==> src/rtl/dcmi_capture_ctrl.sv <==
// Purpose: DCMI capture sequencer that arms on request, aligns to frames, decimates, crops and writes pixels.
// Latency: one clock from an accepted pixel to pix_wr/pix_wdata; event pulses are registered one clock after their cause.
// Backpressure: none towards the sensor; a kept pixel that meets fifo_full is dropped and reported on ovr_err.
// Ports: clk/rstn; capture_req, snapshot_mode, fcrc and crop_* are configuration; vsync_act/hsync_act/pix_vld/pix_data
//   form the decoded video stream; fifo_full is FIFO status; pix_wr/pix_wdata drive the FIFO; capture_en,
//   frame_start, frame_end, line_end, ovr_err and frame_cnt report status to the interrupt block.
module dcmi_capture_ctrl #(
  parameter int DW  = 14,
  parameter int CW  = 14,
  parameter int FCW = 16
) (
  input  logic           clk,
  input  logic           rstn,
  input  logic           capture_req,
  input  logic           snapshot_mode,
  input  logic [1:0]     fcrc,
  input  logic           crop_en,
  input  logic [CW-1:0]  crop_hstart,
  input  logic [CW-1:0]  crop_vstart,
  input  logic [CW-1:0]  crop_hsize,
  input  logic [CW-1:0]  crop_vsize,
  input  logic           vsync_act,
  input  logic           hsync_act,
  input  logic           pix_vld,
  input  logic [DW-1:0]  pix_data,
  input  logic           fifo_full,
  output logic           pix_wr,
  output logic [DW-1:0]  pix_wdata,
  output logic           capture_en,
  output logic           frame_start,
  output logic           frame_end,
  output logic           line_end,
  output logic           ovr_err,
  output logic [FCW-1:0] frame_cnt
);

  typedef enum logic [1:0] {IDLE, WAIT_FS, SKIP, CAPTURE} state_t;

  state_t        state, state_nxt;
  logic          vsync_d, hsync_d;
  logic          snap_l, snap_done;
  logic [1:0]    fcrc_l, fsel_cnt, fsel_mask;
  logic          crop_en_l;
  logic [CW-1:0] hstart_l, vstart_l, hsize_l, vsize_l;
  logic [CW-1:0] hcnt, vcnt;

  logic vs_rise, vs_fall, hs_fall;
  logic arm, start, fsel_inc, snap_set;
  logic frame_start_nxt, frame_end_nxt, line_end_nxt;
  logic h_in, v_in, in_win, v_ok, keep;

  // Window ends are computed one bit wider so start+size never wraps.
  logic [CW:0] h_end, v_end;

  assign vs_rise = vsync_act & ~vsync_d;
  assign vs_fall = ~vsync_act & vsync_d;
  assign hs_fall = ~hsync_act & hsync_d;

  assign h_end  = {1'b0, hstart_l} + {1'b0, hsize_l};
  assign v_end  = {1'b0, vstart_l} + {1'b0, vsize_l};
  assign h_in   = ({1'b0, hcnt} >= {1'b0, hstart_l}) && ({1'b0, hcnt} < h_end);
  assign v_in   = ({1'b0, vcnt} >= {1'b0, vstart_l}) && ({1'b0, vcnt} < v_end);
  assign in_win = ~crop_en_l | (h_in & v_in);
  assign v_ok   = ~crop_en_l | v_in;
  assign keep   = (state == CAPTURE) & pix_vld & vsync_act & hsync_act & in_win;

  always_comb begin
    state_nxt       = state;
    arm             = 1'b0;
    start           = 1'b0;
    fsel_inc        = 1'b0;
    snap_set        = 1'b0;
    frame_start_nxt = 1'b0;
    frame_end_nxt   = 1'b0;
    line_end_nxt    = 1'b0;
    case (fcrc_l)
      2'b01:   fsel_mask = 2'b01;
      2'b10:   fsel_mask = 2'b11;
      default: fsel_mask = 2'b00;
    endcase
    case (state)
      IDLE: begin
        // After a snapshot the request level must drop before re-arming,
        // otherwise a held request would grab a second frame.
        if (capture_req && !snap_done) begin
          state_nxt = WAIT_FS;
          arm       = 1'b1;
        end
      end
      WAIT_FS: begin
        if (!capture_req) begin
          state_nxt = IDLE;
        end else if (vs_rise) begin
          fsel_inc = 1'b1;
          if ((fsel_cnt & fsel_mask) == 2'b00) begin
            state_nxt       = CAPTURE;
            start           = 1'b1;
            frame_start_nxt = 1'b1;
          end else begin
            state_nxt = SKIP;
          end
        end
      end
      SKIP: begin
        if (vs_fall) state_nxt = capture_req ? WAIT_FS : IDLE;
      end
      CAPTURE: begin
        line_end_nxt = hs_fall & v_ok;
        if (vs_fall) begin
          frame_end_nxt = 1'b1;
          if (snap_l || !capture_req) begin
            state_nxt = IDLE;
            snap_set  = snap_l;
          end else begin
            state_nxt = WAIT_FS;
          end
        end
      end
      default: state_nxt = IDLE;
    endcase
  end

  always_ff @(posedge clk or negedge rstn) begin
    if (!rstn) begin
      state       <= IDLE;
      vsync_d     <= 1'b0;
      hsync_d     <= 1'b0;
      snap_l      <= 1'b0;
      snap_done   <= 1'b0;
      fcrc_l      <= '0;
      fsel_cnt    <= '0;
      crop_en_l   <= 1'b0;
      hstart_l    <= '0;
      vstart_l    <= '0;
      hsize_l     <= '0;
      vsize_l     <= '0;
      hcnt        <= '0;
      vcnt        <= '0;
      capture_en  <= 1'b0;
      frame_start <= 1'b0;
      frame_end   <= 1'b0;
      line_end    <= 1'b0;
      ovr_err     <= 1'b0;
      pix_wr      <= 1'b0;
      pix_wdata   <= '0;
      frame_cnt   <= '0;
    end else begin
      state       <= state_nxt;
      vsync_d     <= vsync_act;
      hsync_d     <= hsync_act;
      capture_en  <= (state_nxt != IDLE);
      snap_done   <= capture_req & (snap_done | snap_set);
      frame_start <= frame_start_nxt;
      frame_end   <= frame_end_nxt;
      line_end    <= line_end_nxt;
      pix_wr      <= keep & ~fifo_full;
      ovr_err     <= keep & fifo_full;
      if (keep && !fifo_full) pix_wdata <= pix_data;
      if (frame_end_nxt) frame_cnt <= frame_cnt + FCW'(1);
      if (arm) begin
        snap_l   <= snapshot_mode;
        fcrc_l   <= fcrc;
        fsel_cnt <= '0;
      end else if (fsel_inc) begin
        fsel_cnt <= fsel_cnt + 2'd1;
      end
      if (start) begin
        crop_en_l <= crop_en;
        hstart_l  <= crop_hstart;
        vstart_l  <= crop_vstart;
        hsize_l   <= crop_hsize;
        vsize_l   <= crop_vsize;
        hcnt      <= '0;
        vcnt      <= '0;
      end else if (state == CAPTURE) begin
        if (hs_fall) begin
          hcnt <= '0;
          if (vcnt != '1) vcnt <= vcnt + CW'(1);
        end else if (pix_vld && hsync_act && hcnt != '1) begin
          hcnt <= hcnt + CW'(1);
        end
      end
    end
  end

endmodule
==> config.mk <==
export PLATFORM = sky130hd
export DESIGN_NAME = dcmi_capture_ctrl
export DESIGN_NICKNAME = d
export VERILOG_FILES = /design/src/rtl/dcmi_capture_ctrl.sv
export SDC_FILE = /design/constraint.sdc
export NUM_CORES = 1
export LEC_CHECK = 0
export CORE_MARGIN = 1.5
export CORE_UTILIZATION = 50
export CTS_CLUSTER_DIAMETER = 80
export CTS_CLUSTER_SIZE = 20
export DETAILED_ROUTE_END_ITERATION = 10
export GPL_ROUTABILITY_DRIVEN = 0
export PLACE_DENSITY = 0.86
export REMOVE_ABC_BUFFERS = 1
export SETUP_SLACK_MARGIN = 0.15
export SLEW_MARGIN = 10
export SYNTH_ARGS = -nofsm -noshare
export SYNTH_HDL_FRONTEND = slang
export SYNTH_SLANG_ARGS = --single-unit
==> constraint.sdc <==
create_clock -name clk -period 11.8 [get_ports clk]
set_input_delay 1.77 -clock clk [delete_from_list [all_inputs] [get_ports clk]]
set_output_delay 1.77 -clock clk [all_outputs]
set_load 0.1 [all_outputs]
* Yosys cells after proc, flatten, opt, wreduce, memory -nomap -nowiden
Index checks and enable logic that the tools add are counted.
Storage, ports and cells: register bits 131, output and inout port bits 36, logic and storage cells 115, input port bits 81
Operators by class: equal/unequal tests 7, muxes and demuxes 35, reduce and logical (&&, ||, !) cells 20, bitwise operators 21, magnitude comparators 4, $add $sub $neg 6
Operators with widths (number):
- 2-to-1 mux 14 bit | 8
- adder 14 x 14 -> 15 bit | 2
- < comparator 14 x 15 -> 1 bit | 2
- adder 14 x 1 -> 14 bit, second input constant | 2
- >= comparator 14 bit | 2
- inequality test 14 bit, second input constant | 2
- 2-to-1 mux 1 bit | 18
- adder 16 x 1 -> 16 bit, second input constant | 1
- 2-to-1 mux 2 bit | 7
- bitwise AND 1 bit | 12
- nonzero test 2 bit | 5
- one-hot mux 2 bit (4 select lines) | 1
- equality test 2 bit, second input constant | 3
- logical AND 1 bit | 6
- NOT 1 bit | 5
- equality test 2 x 1 -> 1 bit, second input constant | 2
- logical NOT 2 bit | 2
- one-hot mux 2 bit (2 select lines) | 1
- logical NOT 1 bit | 3
- OR 1 bit | 3
- AND reduction 3 bit | 1
- nonzero test 3 bit | 1
- adder 2 x 1 -> 2 bit, second input constant | 1
- bitwise AND 2 bit | 1
- 2 further kinds | 2

* Logic depth before layout (Yosys ltp)
depth in word-level cells 10, mapped depth 19, gate-level depth less buffers 18

* Worst setup path before layout
No wires, ideal clock.
kind reg2reg, start register hstart_l[0], end register pix_wdata[10], library setup time 0.126 ns, stages on the path, launching flop included 17, period minus slack after synthesis 4.254 ns, required time 11.674 ns, path buffers 1, arrival time 4.128 ns, setup slack 7.546 ns, path through dfrtp_1 -> ha_1 -> fa_1 -> a21oi_1 -> o211ai_1 -> or4b_1 -> a31o_1 -> a21oi_1 -> xor2_1 -> ha_1 -> o2111ai_1 -> nor2_1 -> a2111oi_2 -> nor3_4 -> nor4_4 -> buf_6 -> mux2_4
On the way: word-level cells in the longest chain between the ends 7, elaborated cells between the ends (all ways) 8, classes of those cells 1 x add/sub; 2 x order compare; 3 x bitwise; 2 x reduce/logical
Ends and longest elaborated chain:
- start, declared | line 44 | logic [CW-1:0] hstart_l, vstart_l, hsize_l, vsize_l;
- start signal, assigned | line 169 | hstart_l <= crop_hstart;
- adder 14 x 14 -> 15 bit | line 59 | assign h_end = {1'b0, hstart_l} + {1'b0, hsize_l};
- < comparator 14 x 15 -> 1 bit | line 61 | assign h_in = ({1'b0, hcnt} >= {1'b0, hstart_l}) && ({1'b0, hcnt} < h_end);
- logical AND 1 bit * | line 61
- bitwise AND 1 bit * | line 63 | assign in_win = ~crop_en_l | (h_in & v_in);
- OR 1 bit * | line 63
- bitwise AND 1 bit * | line 65 | assign keep = (state == CAPTURE) & pix_vld & vsync_act & hsync_act & in_win;
- logical AND 1 bit * | line 158 | if (keep && !fifo_full) pix_wdata <= pix_data;
- end signal, assigned | line 158
- end, declared | line 28 | output logic [DW-1:0] pix_wdata,
Mark *: on every way between the ends. The rest lies on a longest branch, timed or not. A chain may end at the register's enable or synchronous reset.

* Worst setup path in the final report
start register vstart_l[0], end register pix_wdata[3]
On the way: word-level cells in the longest chain between the ends 7, elaborated cells between the ends (all ways) 8, classes of those cells 1 x add/sub; 2 x order compare; 3 x bitwise; 2 x reduce/logical
Ends and longest elaborated chain:
- start, declared | line 44
- start signal, assigned | line 170 | vstart_l <= crop_vstart;
- adder 14 x 14 -> 15 bit | line 60 | assign v_end = {1'b0, vstart_l} + {1'b0, vsize_l};
- < comparator 14 x 15 -> 1 bit | line 62 | assign v_in = ({1'b0, vcnt} >= {1'b0, vstart_l}) && ({1'b0, vcnt} < v_end);
- logical AND 1 bit * | line 62
- bitwise AND 1 bit * | line 63
- OR 1 bit * | line 63
- bitwise AND 1 bit * | line 65
- logical AND 1 bit * | line 158
Marked as above.

==> results_dict.tcl <==
set metrics [dict create \
    status "complete, no violations" \
    rsz0062_at_grt "no" \
    tightest_hold_margin_ps 480 \
    layout_worst_path_cycle_share 0.431 \
    clock_latency_ps 420 \
    cts_max_level 4 \
    dr_wl_met2_mm 8.85 \
    detail_route.wirelength_mm 17.6 \
    first_pass_iters 5 \
    post_synth_num_cell_types 57 \
    timing.reg2reg.worst_path_depth 18 \
    coreArea_um2 15100 \
    tritoncts "built" \
    finalHoldViolations 0 \
    power_per_cell_area_nw_per_um2 252 \
    slew_violations 0 \
    synth_cells 814 \
    synth_seq_cells 131 \
    netlist_area_pre_place_um2 7720 \
    drv_cap 0 \
    first_iter_violations 276 \
    num-nets-final 1105 \
    worstHoldPathType "register to register" \
    async_reset_ff_frac 1.00 \
    p_leak_nw 4.69 \
    yosysWarningCount 0 \
    final.setup_skew_ps 5.44 \
    final_period_minus_worst_setup_slack_ps 5080 \
    crit_path_end_kind "register" \
    vertical_die_dimension_um 127 \
    worstMarginPinSlew_ps 1150 \
    start_util 0.510 \
    cts.sinks 131 \
    whs_path_depth 1 \
    setup_violations 0 \
    grt_start_max_net_pins 100 \
    ys_dominant_reg_cell "sky130_fd_sc_hd__dfrtp_1" \
    top_level_ports 117 \
    antenna_diode_count 0 \
    cts_root_buffer "sky130_fd_sc_hd__clkbuf_16" \
    max-vdd-ir-drop_mv 0.122 \
    io_buffer_count 116 \
    final_layout_size_suffix_gt1_frac 0.0632 \
    grt_overall_usage 0.230 \
    routedLengthMet1_mm 7.80 \
    fmaxAchievable_mhz 197 \
    setup_total_negative_slack_ps 0 \
    antenna_violations_before_repair 0 \
    mostFrequentLayoutCell "sky130_fd_sc_hd__nand2_1" \
    worst_ep_arrival_time_ps 5390 \
    commonest_non_fill_non_tap_cells_in_the_layout "sky130_fd_sc_hd__nand2_1 (167), sky130_fd_sc_hd__dfrtp_1 (131), sky130_fd_sc_hd__clkdlybuf4s50_1 (115)" \
    via_count 6184 \
    dr.max_layer_used "met4" \
    antenna_violating_nets_post_route 0 \
    core.rowCount 45 \
    maxSlewHeadroom 0.229 \
    required_time_at_the_endpoint_of_the_critical_path_ps 12100 \
    design.die.area_um2 16200 \
    grt_pass1_wl_mm 29.8 \
    cts_setup_buffers 0 \
    area.growth.synth_to_final_pct 26.4 \
    met3_wirelength_um 542 \
    drcViolationCount 0 \
    number_of_buffers_on_the_longest_clock_path 2 \
    dp.final_hpwl_mm 12.2 \
    overflow 0 \
    cts.hold.buffers_added 0 \
    number_of_synthesized_flops_with_an_enable_pin 0 \
    worst-path-max-fanout 15 \
    avgSynthCellArea_um2 9.48 \
    reg_clk_slew_reported_paths_ps 60 \
    route.detailed.wl_per_inst_um 15.5 \
    via_count_of_the_first_global_routing_pass 6302 \
    vias_per_cell 5.44 \
    chipWidth_um 127 \
    cts_resized 0 \
    ys_seq_area_frac 0.425 \
    clock_buffers_created_by_tritoncts 17 \
    critical_path.startpoint_type "register" \
    path_type_of_the_worst_setup_path "register to register" \
]
layout make-up:
cell class,instances,area [µm²]
Sequential cell,131,3280
Fill cell,1161,5390
Clock buffer,19,433
Clock inverter,13,255
Multi-Input combinational cell,625,4210
Timing Repair Buffer,119,1180
Tap cell,188,235
Inverter,42,158
metrics by stage:
step | area (µm²) | utilization | total power, mW | cells | setup slack (ps)
after floorplan | 7650 | - | 1.54 | 798 | 6630
after global placement | 9060 | 0.599 | 1.77 | 1105 | 6840
after detailed placement | 9060 | 0.599 | 1.82 | 1105 | 6740
after CTS | 9750 | 0.644 | 2.46 | 1137 | 6750
after global routing | 9750 | 0.644 | 2.65 | 1137 | 6300
final | 9750 | 0.644 | 2.46 | 1137 | 6720
cell usage after synthesis (all sizes together) (2+ instances only):
| cell | number | area (µm²) |
|---|---|---|
| nand2 | 167 | 627 |
| dfrtp | 131 | 3280 |
| ha | 86 | 1080 |
| o21ai | 48 | 240 |
| a21oi | 47 | 239 |
| nor2 | 45 | 169 |
| inv | 42 | 158 |
| xnor2 | 31 | 272 |
| xor2 | 25 | 219 |
| nand3 | 23 | 115 |
| mux2 | 18 | 236 |
| a21o | 15 | 113 |
| nand4 | 14 | 87.6 |
| nand2b | 13 | 81.3 |
| nor2b | 10 | 62.6 |
| clkbuf | 9 | 33.8 |
| nor3 | 9 | 56.3 |
| o211ai | 8 | 60.1 |
| and3 | 7 | 43.8 |
| buf | 7 | 35.0 |
| or3 | 7 | 43.8 |
| a211oi | 5 | 37.5 |
| o21a | 5 | 37.5 |
| and4 | 4 | 37.5 |
| o2111ai | 4 | 35.0 |
| o21bai | 4 | 30.0 |
| a211o | 3 | 26.3 |
| nor4 | 3 | 33.8 |
| or2 | 3 | 18.8 |
| a2111oi | 2 | 23.8 |
| and2 | 2 | 12.5 |
| fa | 2 | 40.0 |
| nor3b | 2 | 15.0 |
critical path, cell delays in order, from the launching register on:
cell,delay [ps]
sky130_fd_sc_hd__dfrtp_1,400
sky130_fd_sc_hd__ha_1,250
sky130_fd_sc_hd__fa_1,440
sky130_fd_sc_hd__a211o_1,280
sky130_fd_sc_hd__o211ai_1,120
sky130_fd_sc_hd__a21oi_1,150
sky130_fd_sc_hd__nand3_1,130
sky130_fd_sc_hd__nor3b_1,190
sky130_fd_sc_hd__o21bai_1,110
sky130_fd_sc_hd__a31oi_1,220
sky130_fd_sc_hd__xor2_1,170
sky130_fd_sc_hd__ha_1,260
sky130_fd_sc_hd__a21o_1,160
sky130_fd_sc_hd__a21oi_1,200
sky130_fd_sc_hd__nand4_1,100
sky130_fd_sc_hd__a211oi_1,250
sky130_fd_sc_hd__o31ai_1,200
sky130_fd_sc_hd__nor4_4,890
sky130_fd_sc_hd__mux2_2,420
registers in the layout, indices dropped and copies added (netlist names), 2 cells and up:
| signal | count |
|---|---|
| fcrc_l | 2 |
| frame_cnt | 16 |
| fsel_cnt | 2 |
| hcnt | 14 |
| hsize_l | 14 |
| hstart_l | 14 |
| pix_wdata | 14 |
| state | 2 |
| vcnt | 14 |
| vsize_l | 14 |
| vstart_l | 14 |
routing by layer:
layer | vias up | GRT usage
met5 | - | 0
met4 | 0 | 0.0889
met3 | 30 | 0.0452
met2 | 131 | 0.391
met1 | 2957 | 0.290
li1 | 3066 | -
power breakdown:
part / leakage [nW] / total, mW / internal, mW / switching, mW
Clock: 0.324 / 0.616 / 0.418 / 0.198
Combinational: 2.65 / 1.16 / 0.487 / 0.672
Sequential: 1.71 / 0.683 / 0.579 / 0.105
Total: 4.69 / 2.46 / 1.48 / 0.975
cell families after synthesis:
family | synth area share
AO/OA/AOI/OAI | 0.121
XOR/XNOR | 0.0636
adder cells (fa/ha/maj) | 0.145
buffers and inverters | 0.0293
flip-flops | 0.425
multiplexers | 0.0319
AND/OR/NAND/NOR | 0.184
final timing paths:
check                                     startpoint                         to  slack (ps)
setup / recovery             vstart_l[0]$_DFFE_PN0P_   pix_wdata[3]$_DFFE_PN0P_        6720
hold / removal             frame_cnt[15]$_DFFE_PN0P_  frame_cnt[15]$_DFFE_PN0P_         480
setup reg to reg             vstart_l[0]$_DFFE_PN0P_   pix_wdata[3]$_DFFE_PN0P_        6720
hold reg to reg            frame_cnt[15]$_DFFE_PN0P_  frame_cnt[15]$_DFFE_PN0P_         480
max in group asynchronous                       rstn   frame_cnt[6]$_DFFE_PN0P_        8980
min in group asynchronous                       rstn     hsize_l[5]$_DFFE_PN0P_        1420
Note: power is estimated with default switching activity, not from simulation.
